<file path="src/rtl/crack_pkg.sv">
// Shared types and widths for the crack result collector.
package crack_pkg;

  typedef enum logic [1:0] {
    IDLE   = 2'd0,
    ARM    = 2'd1,
    SEARCH = 2'd2,
    COPY   = 2'd3
  } state_t;

  localparam int KEY_W = 24;
  localparam int PT_AW = 8;
  localparam int PT_DW = 8;

endpackage

</file>
<file path="src/rtl/crack_prio_pick.sv">
// Lowest-index priority picker: request vector -> one-hot grant, binary index, any.
module crack_prio_pick #(
  parameter int N  = 4,
  parameter int IW = 2
) (
  input  logic [N-1:0]  req,
  output logic [N-1:0]  onehot,
  output logic [IW-1:0] idx,
  output logic          any
);

  // Scan from the top down so the lowest set bit is the last one written.
  always_comb begin
    onehot = '0;
    idx    = '0;
    any    = |req;
    for (int i = N - 1; i >= 0; i--) begin
      if (req[i]) begin
        onehot    = '0;
        onehot[i] = 1'b1;
        idx       = IW'(i);
      end
    end
  end

endmodule

</file>
<file path="src/rtl/crack_collector.sv">
// Result stage for NCORES crack cores: starts them, picks the first hit, copies its plaintext.
// Optional SEARCH timeout is compiled in with CRACK_TIMEOUT_EN.
module crack_collector
  import crack_pkg::*;
#(
  parameter  int NCORES         = 4,
  parameter  int TIMEOUT_CYCLES = 2**26,
  localparam int WIDX           = (NCORES > 1) ? $clog2(NCORES) : 1
) (
  input  logic                      clk,
  input  logic                      rst,
  input  logic                      en,
  output logic                      rdy,
  output logic                      done,
  output logic [KEY_W-1:0]          key,
  output logic                      key_valid,
  output logic [WIDX-1:0]           winner,
  output logic [NCORES-1:0]         core_en,
  input  logic [NCORES-1:0]         core_rdy,
  output logic [NCORES-1:0]         core_halt,
  input  logic [NCORES-1:0]         core_key_valid,
  input  logic [NCORES*KEY_W-1:0]   core_key,
  input  logic [NCORES*PT_AW-1:0]   core_pt_addr,
  input  logic [NCORES*PT_DW-1:0]   core_pt_wrdata,
  input  logic [NCORES-1:0]         core_eof,
  output logic [PT_AW-1:0]          pt_addr,
  output logic [PT_DW-1:0]          pt_wrdata,
  output logic                      pt_wren,
  output logic [1:0]                state_dbg
);

  state_t              state, state_nxt;
  logic [NCORES-1:0]   pick_onehot;
  logic [WIDX-1:0]     pick_idx;
  logic                hit;
  logic [WIDX-1:0]     sel;
  logic                sel_valid;
  logic                sel_eof;
  logic [PT_AW-1:0]    sel_addr;
  logic [PT_DW-1:0]    sel_data;
  logic [KEY_W-1:0]    sel_key;
  logic                timeout_hit;

  crack_prio_pick #(.N(NCORES), .IW(WIDX)) u_pick (
    .req    (core_key_valid),
    .onehot (pick_onehot),
    .idx    (pick_idx),
    .any    (hit)
  );

  // In the hit cycle the winner is not registered yet, so steer by the live pick.
  assign sel       = (state == SEARCH) ? pick_idx : winner;
  assign sel_valid = core_key_valid[sel];
  assign sel_eof   = core_eof[sel];
  assign sel_addr  = core_pt_addr[PT_AW*sel +: PT_AW];
  assign sel_data  = core_pt_wrdata[PT_DW*sel +: PT_DW];
  assign sel_key   = core_key[KEY_W*sel +: KEY_W];

`ifdef CRACK_TIMEOUT_EN
  logic [31:0] search_cnt;

  always_ff @(posedge clk) begin
    if (rst || state != SEARCH) search_cnt <= '0;
    else                        search_cnt <= search_cnt + 32'd1;
  end

  assign timeout_hit = (state == SEARCH) && !hit && (search_cnt == 32'(TIMEOUT_CYCLES - 1));
`else
  logic unused_timeout_cfg;
  assign unused_timeout_cfg = ^32'(TIMEOUT_CYCLES);
  assign timeout_hit        = 1'b0;
`endif

  always_ff @(posedge clk) begin
    if (rst) state <= IDLE;
    else     state <= state_nxt;
  end

  always_comb begin
    state_nxt = state;
    case (state)
      IDLE:    if (en) state_nxt = ARM;
      ARM:     if (&core_rdy) state_nxt = SEARCH;
      SEARCH: begin
        if (hit)              state_nxt = COPY;
        else if (timeout_hit) state_nxt = IDLE;
      end
      COPY:    if (sel_eof) state_nxt = IDLE;
      default: state_nxt = IDLE;
    endcase
  end

  always_comb begin
    core_en   = '0;
    core_halt = '0;
    pt_addr   = '0;
    pt_wrdata = '0;
    pt_wren   = 1'b0;
    if (rst) begin
      core_halt = '1;
    end else begin
      case (state)
        ARM: if (&core_rdy) core_en = '1;
        SEARCH: begin
          if (hit) begin
            core_halt = ~pick_onehot;
            pt_addr   = sel_addr;
            pt_wrdata = sel_data;
            pt_wren   = sel_valid & ~sel_eof;
          end else if (timeout_hit) begin
            core_halt = '1;
          end
        end
        COPY: begin
          pt_addr   = sel_addr;
          pt_wrdata = sel_data;
          pt_wren   = sel_valid & ~sel_eof;
        end
        default: ;
      endcase
    end
  end

  assign rdy       = (state == IDLE);
  assign state_dbg = state;

  // done is registered, so it lands one cycle after eof (or the timeout cycle).
  always_ff @(posedge clk) begin
    if (rst) begin
      key       <= '0;
      key_valid <= 1'b0;
      winner    <= '0;
      done      <= 1'b0;
    end else begin
      done <= 1'b0;
      case (state)
        IDLE: if (en) key_valid <= 1'b0;
        SEARCH: begin
          if (hit) begin
            winner <= pick_idx;
            key    <= sel_key;
          end else if (timeout_hit) begin
            done <= 1'b1;
          end
        end
        COPY: begin
          if (sel_eof) begin
            key_valid <= 1'b1;
            done      <= 1'b1;
          end
        end
        default: ;
      endcase
    end
  end

endmodule
</file>
<file path="config.mk">
export PLATFORM = sky130hd
export DESIGN_NAME = crack_collector
export DESIGN_NICKNAME = d
export VERILOG_FILES = /design/src/rtl/crack_pkg.sv /design/src/rtl/crack_prio_pick.sv /design/src/rtl/crack_collector.sv
export SDC_FILE = /design/constraint.sdc
export NUM_CORES = 1
export LEC_CHECK = 0
export CAP_MARGIN = 20
export CORE_ASPECT_RATIO = 1.1
export CORE_MARGIN = 3
export CORE_UTILIZATION = 32
export CTS_BUF_LIST = sky130_fd_sc_hd__clkbuf_16
export CTS_CLUSTER_DIAMETER = 30
export DETAILED_ROUTE_END_ITERATION = 7
export HOLD_SLACK_MARGIN = 0.08
export MAX_ROUTING_LAYER = met4
export PLACE_DENSITY = 0.83
export SLEW_MARGIN = 20
export SYNTH_ARGS = -nofsm -noshare
export SYNTH_HDL_FRONTEND = slang
export SYNTH_HIERARCHICAL = 1
export SYNTH_SLANG_ARGS = --single-unit
export TNS_END_PERCENT = 30
</file>
<file path="constraint.sdc">
create_clock -name clk -period 3.39 [get_ports clk]
set_clock_uncertainty 0.1 [all_clocks]
set_input_delay 0.678 -clock clk [delete_from_list [all_inputs] [get_ports clk]]
set_output_delay 0.678 -clock clk [all_outputs]
set_load 0.01 [all_outputs]
</file>
Word-level counts from Yosys, hierarchy flattened --
Cells that the tools add are included.
Storage, ports and cells: bits in registers 30, bits of input ports 175, output and inout bits 56, logic and storage cells 66
Cells by class: multipliers 1, order comparisons 1, eq/ne operators 7, shifts and indexed selects 3, muxes and demuxes 37, bitwise operators 4, reductions and logical operators 8
Operator list (number):
- $shiftx A96 B8 Y24 | 1
- $shiftx A32 B6 Y8 | 2
- $mux W4 | 10
- $mux W8 | 4
- $pmux W8 S2 | 2
- $mux W2 | 9
- $ne A2 B2 Y1 const B | 4
- $pmux W2 S4 | 1
- $reduce_and A4 Y1 | 2
- $mux W1 | 7
- $bmux W1 S2 | 2
- $eq A2 B2 Y1 const B | 2
- $mul A2 B2 Y4 const A | 1
- $not A4 Y4 | 1
- $pmux W1 S2 | 2
- $reduce_or A4 Y1 | 1
- $lt A2 B3 Y1 const B | 1
- $reduce_and A3 Y1 | 1
- $eq A2 B1 Y1 const B | 1
- $logic_not A2 Y1 | 1
- $not A1 Y1 | 2
- $reduce_and A2 Y1 | 1
- $reduce_bool A2 Y1 | 1
- $reduce_or A2 Y1 | 1
- $and A1 B1 Y1 | 1

Longest topological paths before layout --
Gate-level depths: netlist (run 1).
depth after elaboration 12, mapped depth 9, depth with buffers taken out 7

Hierarchy --
The synthesis (run 1) kept the hierarchy.
Modules (own cells, without submodules):
- crack_collector | instances 1, cells each 229, area each 2474.9 um2, seq. area each 600.6 um2
- crack_prio_pick | instances 1, cells each 10, area each 58.8 um2, seq. area each 0.0 um2

Worst setup path before layout (run 1) --
Ideal clock, no wire load.
path type input to output, start point input core_key_valid[2], end point output pt_addr[7], arrival time 2.047 ns, required time 2.612 ns, slack 0.565 ns, cell stages on the path 6, path buffers 1, path through nand2b_1 a21oi_1 mux2i_4 buf_6 mux4_2 nor2b_1
Between the ends: longest elaborated chain between the ends 8, elaborated cells on any way between the ends 9, those cells by class shift (1); mux (7); reduce/logical (1)
Ends and longest elaborated chain:
- start, declared | RTL line crack_collector.sv:21 | input logic [NCORES-1:0] core_key_valid,
- $mux W2 * (3 in a row) | RTL line crack_prio_pick.sv:18 | if (req[i]) begin
- via pick_idx[0] | RTL line crack_collector.sv:34 | logic [WIDX-1:0] pick_idx;
- $mux W2 * | RTL line crack_collector.sv:52 | assign sel = (state == SEARCH) ? pick_idx : winner;
- $shiftx A32 B6 Y8 * | RTL line crack_collector.sv:55 | assign sel_addr = core_pt_addr[PT_AW*sel +: PT_AW];
- $mux W8 | RTL line crack_collector.sv:105 | if (hit) begin
- $pmux W8 S2 * | RTL line crack_collector.sv:102 | case (state)
- $mux W8 * | RTL line crack_collector.sv:99 | if (rst) begin
- end, declared | RTL line crack_collector.sv:26 | output logic [PT_AW-1:0] pt_addr,
The timed path passes the listed nets; every way through them passes the cells marked *.

Final worst setup path (run 1) --
start point input core_key_valid[3], end point output pt_addr[5]
Between the ends: longest elaborated chain between the ends 9, elaborated cells on any way between the ends 10, those cells by class shift (1); mux (8); reduce/logical (1)
Ends and longest elaborated chain (RTL line):
- $mux W2 * (4 in a row) | crack_prio_pick.sv:18
- via pick_idx[1] | crack_collector.sv:34
- $mux W2 * | crack_collector.sv:52
- $shiftx A32 B6 Y8 * | crack_collector.sv:55
- $mux W8 | crack_collector.sv:105
- $pmux W8 S2 * | crack_collector.sv:102
- $mux W8 * | crack_collector.sv:99
Marked as above.

==> results of run 1 <==
## sequential cells by signal, summed over array words and instances (netlist names)
| register | cells |
|---|---|
| winner | 2 |
| key | 24 |
| state_dbg | 2 |
| done | 1 |
| key_valid | 1 |
## synthesized netlist by cell type (2+ instances only)
library cell and n:
a21oi_1 31, and2_2 2, buf_2 3, buf_4 7
buf_6 5, clkbuf_1 7, dfxtp_1 30, ha_1 4
inv_1 7, mux2i_1 3, mux2i_4 2, mux4_1 11
mux4_2 30, nand2_1 55, nor2_1 3, nor2b_1 16
nor3_1 2, nor3b_1 4, o21ai_0 2, o21bai_1 4
## area by class of cell
type,count,share of cell area [%]
inverter,7,0.492
clock buffer,5,2.34
multi-input combinational,178,33.3
clock inverter,3,0.234
sequential,30,11.2
timing repair buffer,268,49.9
tap,105,2.46
## path summary, 6_finish.rpt
check	cells after the start	slack, ns	to
worst max-delay path	11	0.14	pt_addr[5]
worst min-delay path	2	0.35	key[17]
worst max register to register	11	0.92	state_dbg[1]
worst min register to register	2	0.35	key[17]
## layer usage
metal	share of wire [%]	track usage (%)	wire length, microns
met2	57	46.0	6490
met4	1.2	4.06	142
met1	35	28.4	4030
met3	6.6	4.16	751
met5	0	-	0
## per-stage QoR
step	utilization (%)	setup slack, ns	hold WS, ns	instances	power (mW)
global route	70.7	0.0595	0.376	596	2.26
finish	70.7	0.143	0.352	596	2.15
floorplan	-	0.565	0.381	239	1.09
CTS	70.0	-0.121	0.355	593	2.12
detailed placement	66.1	-0.563	0.349	574	1.64
global placement	66.1	-0.537	0.341	574	1.61
## worst reg2reg max path: cells and delay by family (launching register included)
| kind | cells | cell delay [ns] |
|---|---|---|
| buf+inv | 5 | 0.67 |
| mux | 2 | 0.53 |
| compound gates | 3 | 0.51 |
| flops | 1 | 0.31 |
| fa+ha+maj | 1 | 0.26 |
## power by group
group	total, mW	switching, mW	internal [mW]
combinational	1.28	0.515	0.760
clock	0.418	0.153	0.265
sequential	0.452	0.0349	0.417
total	2.15	0.703	1.44
## logic make-up after synthesis
family / share of synthesized area [%]
AOI/OAI and AO/OA: 9.09
DFF: 23.7
and+or+nand+nor: 16.1
muxes: 41.0
buffers and inverters: 8.05
adders and majority gates: 1.98
## timing repair
action                     in CTS  in global routing
gates resized for setup        70                 20
gates cloned                    1                  0
buffers inserted               10                  3
setup endpoints to repair      21                 21
pin swaps                       0                  1
==> run summary, run 1 <==
Final Cell Area: 0.00534 sq mm
Root buffer cell: clkbuf_16
ANT nets after route: 0
Number of global-route vias before repair: 3,163
1st-pass router iterations: 6
Unrepaired setup endpoints after global routing: no
Detailed-route DRC error count: 0
Cells after Synth: 239
Area grow syn2layout: 111%
Hold buffers post-CTS: 0
Hold wc startpoint: key[17]
Setup violators final: 0
Core area: 0.00756 sq mm
Post-synth EDFFs: 0
DP Area: 0.00499 sq mm
Flops & latches, synth: 30
Number of fill cells in the layout: 536
Critical Path RT: 2.61 ns
Share of layout cells above drive strength 1: 21.0%
Htree depth: 2
Mapped Nets: 418
R2r startpoint: state_dbg[0]
FF+latch area: 601 sq um
# IOs: 231
Clock-pin slew on the worst setup and hold paths: 0.05 ns
Startpoint Class: input port
Hold WC Path Type: register to register
CP delay by family, top: buffers and inverters
Wire per inst: 19.1 microns
Total grt overflow: 0
Yosys warns: 6
DP HPWL: 8.79 mm
IO buf count: 230
Post-synthesis cell area: 0.00253 sq mm
Initial Util: 33.5%
Initial antenna violation count: 0
Iter 0 DRT Violations: 132
GRT Total Usage: 24.7%
Commonest non-fill, non-tap cell in the layout: clkdlybuf4s50_1
Clk Latency, worst-skew pair: 0.27 ns
Cell mode on critical path: buf_4
Slowest-stage cell, CP: mux4_2
Fin nets: 669
Critical-path cell list: dlymetal6s2s_1 -> buf_4 -> nor2_4 -> nor3_4 -> buf_4 -> mux2i_4 -> buf_12 -> buf_6 -> mux4_2 -> nor2b_1 -> dlygate4sd2_1
Vias per cell: 5.13
Slowest cell delay on critical path: 0.27 ns
Pwr dens: 402 mW/mm^2
Fin. Hold Viols: 0
TNS Setup: 0 ns
Buf+Inv Stages, Crit Path: 6
Mean Syn Cell Area: 10.6 sq um
Status: completed
Max cap viols: 0
Die Y: 99.3 microns
Main flop type after synthesis: dfxtp_1
FP Rows: 33
Part of the Yosys area used for sequential elements: 23.7%
Distinct cells, synth: 31
Critical path origin: core_key_valid[3]
Die area: 0.00902 sq mm
Max Clk Rate: 308 MHz
First-pass GRT wire length: 16.9 mm
GP Congestion: 1.05
CTS buffer count: 5
Endpoint class of the critical path: output port
Clock buffer depth: 2
Worst-margin pin slew: 0.534 ns
Die Span X: 90.8 microns
Largest net degree at the start of global routing: 27
Pleak: 2.08 nW
Arrival time of the worst setup path: 2.47 ns
Area leader, netlist: mux4_2
Ant diodes: 0
Commonest non-fill, non-tap cells in the layout: clkdlybuf4s50_1 (205), nand2_1 (55), mux4_2 (33), a21oi_1 (30), dfxtp_1 (30)
Max-slew headroom: 64.4%
Pins Over Slew Limit: 0
CTS tree: yes
Vias: 3,057
Largest cells by area after synthesis: mux4_2 (27%), dfxtp_1 (24%), mux4_1 (11%)
Crit share post-route: 95.8%
Routed wire length: 11.4 mm
Crit path time final: 3.25 ns
Sink Count: 30
Critical-path maximum fanout: 6
VDD IR max: 226 uV
Post-synth top area share: 26.7%
Synth async-reset ratio: 0%
Crit path kind: input port to output port
Footprint of the multi-input gates: 0.00178 sq mm
Note: power is estimated with default switching activity, not from simulation.
==> run 2, diff against run 1 <==
--- a/config.mk
+++ b/config.mk
@@ -5,7 +5,6 @@
 export SDC_FILE = /design/constraint.sdc
 export NUM_CORES = 1
 export LEC_CHECK = 0
-export CAP_MARGIN = 20
 export CORE_ASPECT_RATIO = 1.1
 export CORE_MARGIN = 3
 export CORE_UTILIZATION = 32
@@ -15,7 +14,6 @@
 export HOLD_SLACK_MARGIN = 0.08
 export MAX_ROUTING_LAYER = met4
 export PLACE_DENSITY = 0.83
-export SLEW_MARGIN = 20
 export SYNTH_ARGS = -nofsm -noshare
 export SYNTH_HDL_FRONTEND = slang
 export SYNTH_HIERARCHICAL = 1
==> results of run 2 <==
Final layout, timing and power as in run 1 (identical DEF).
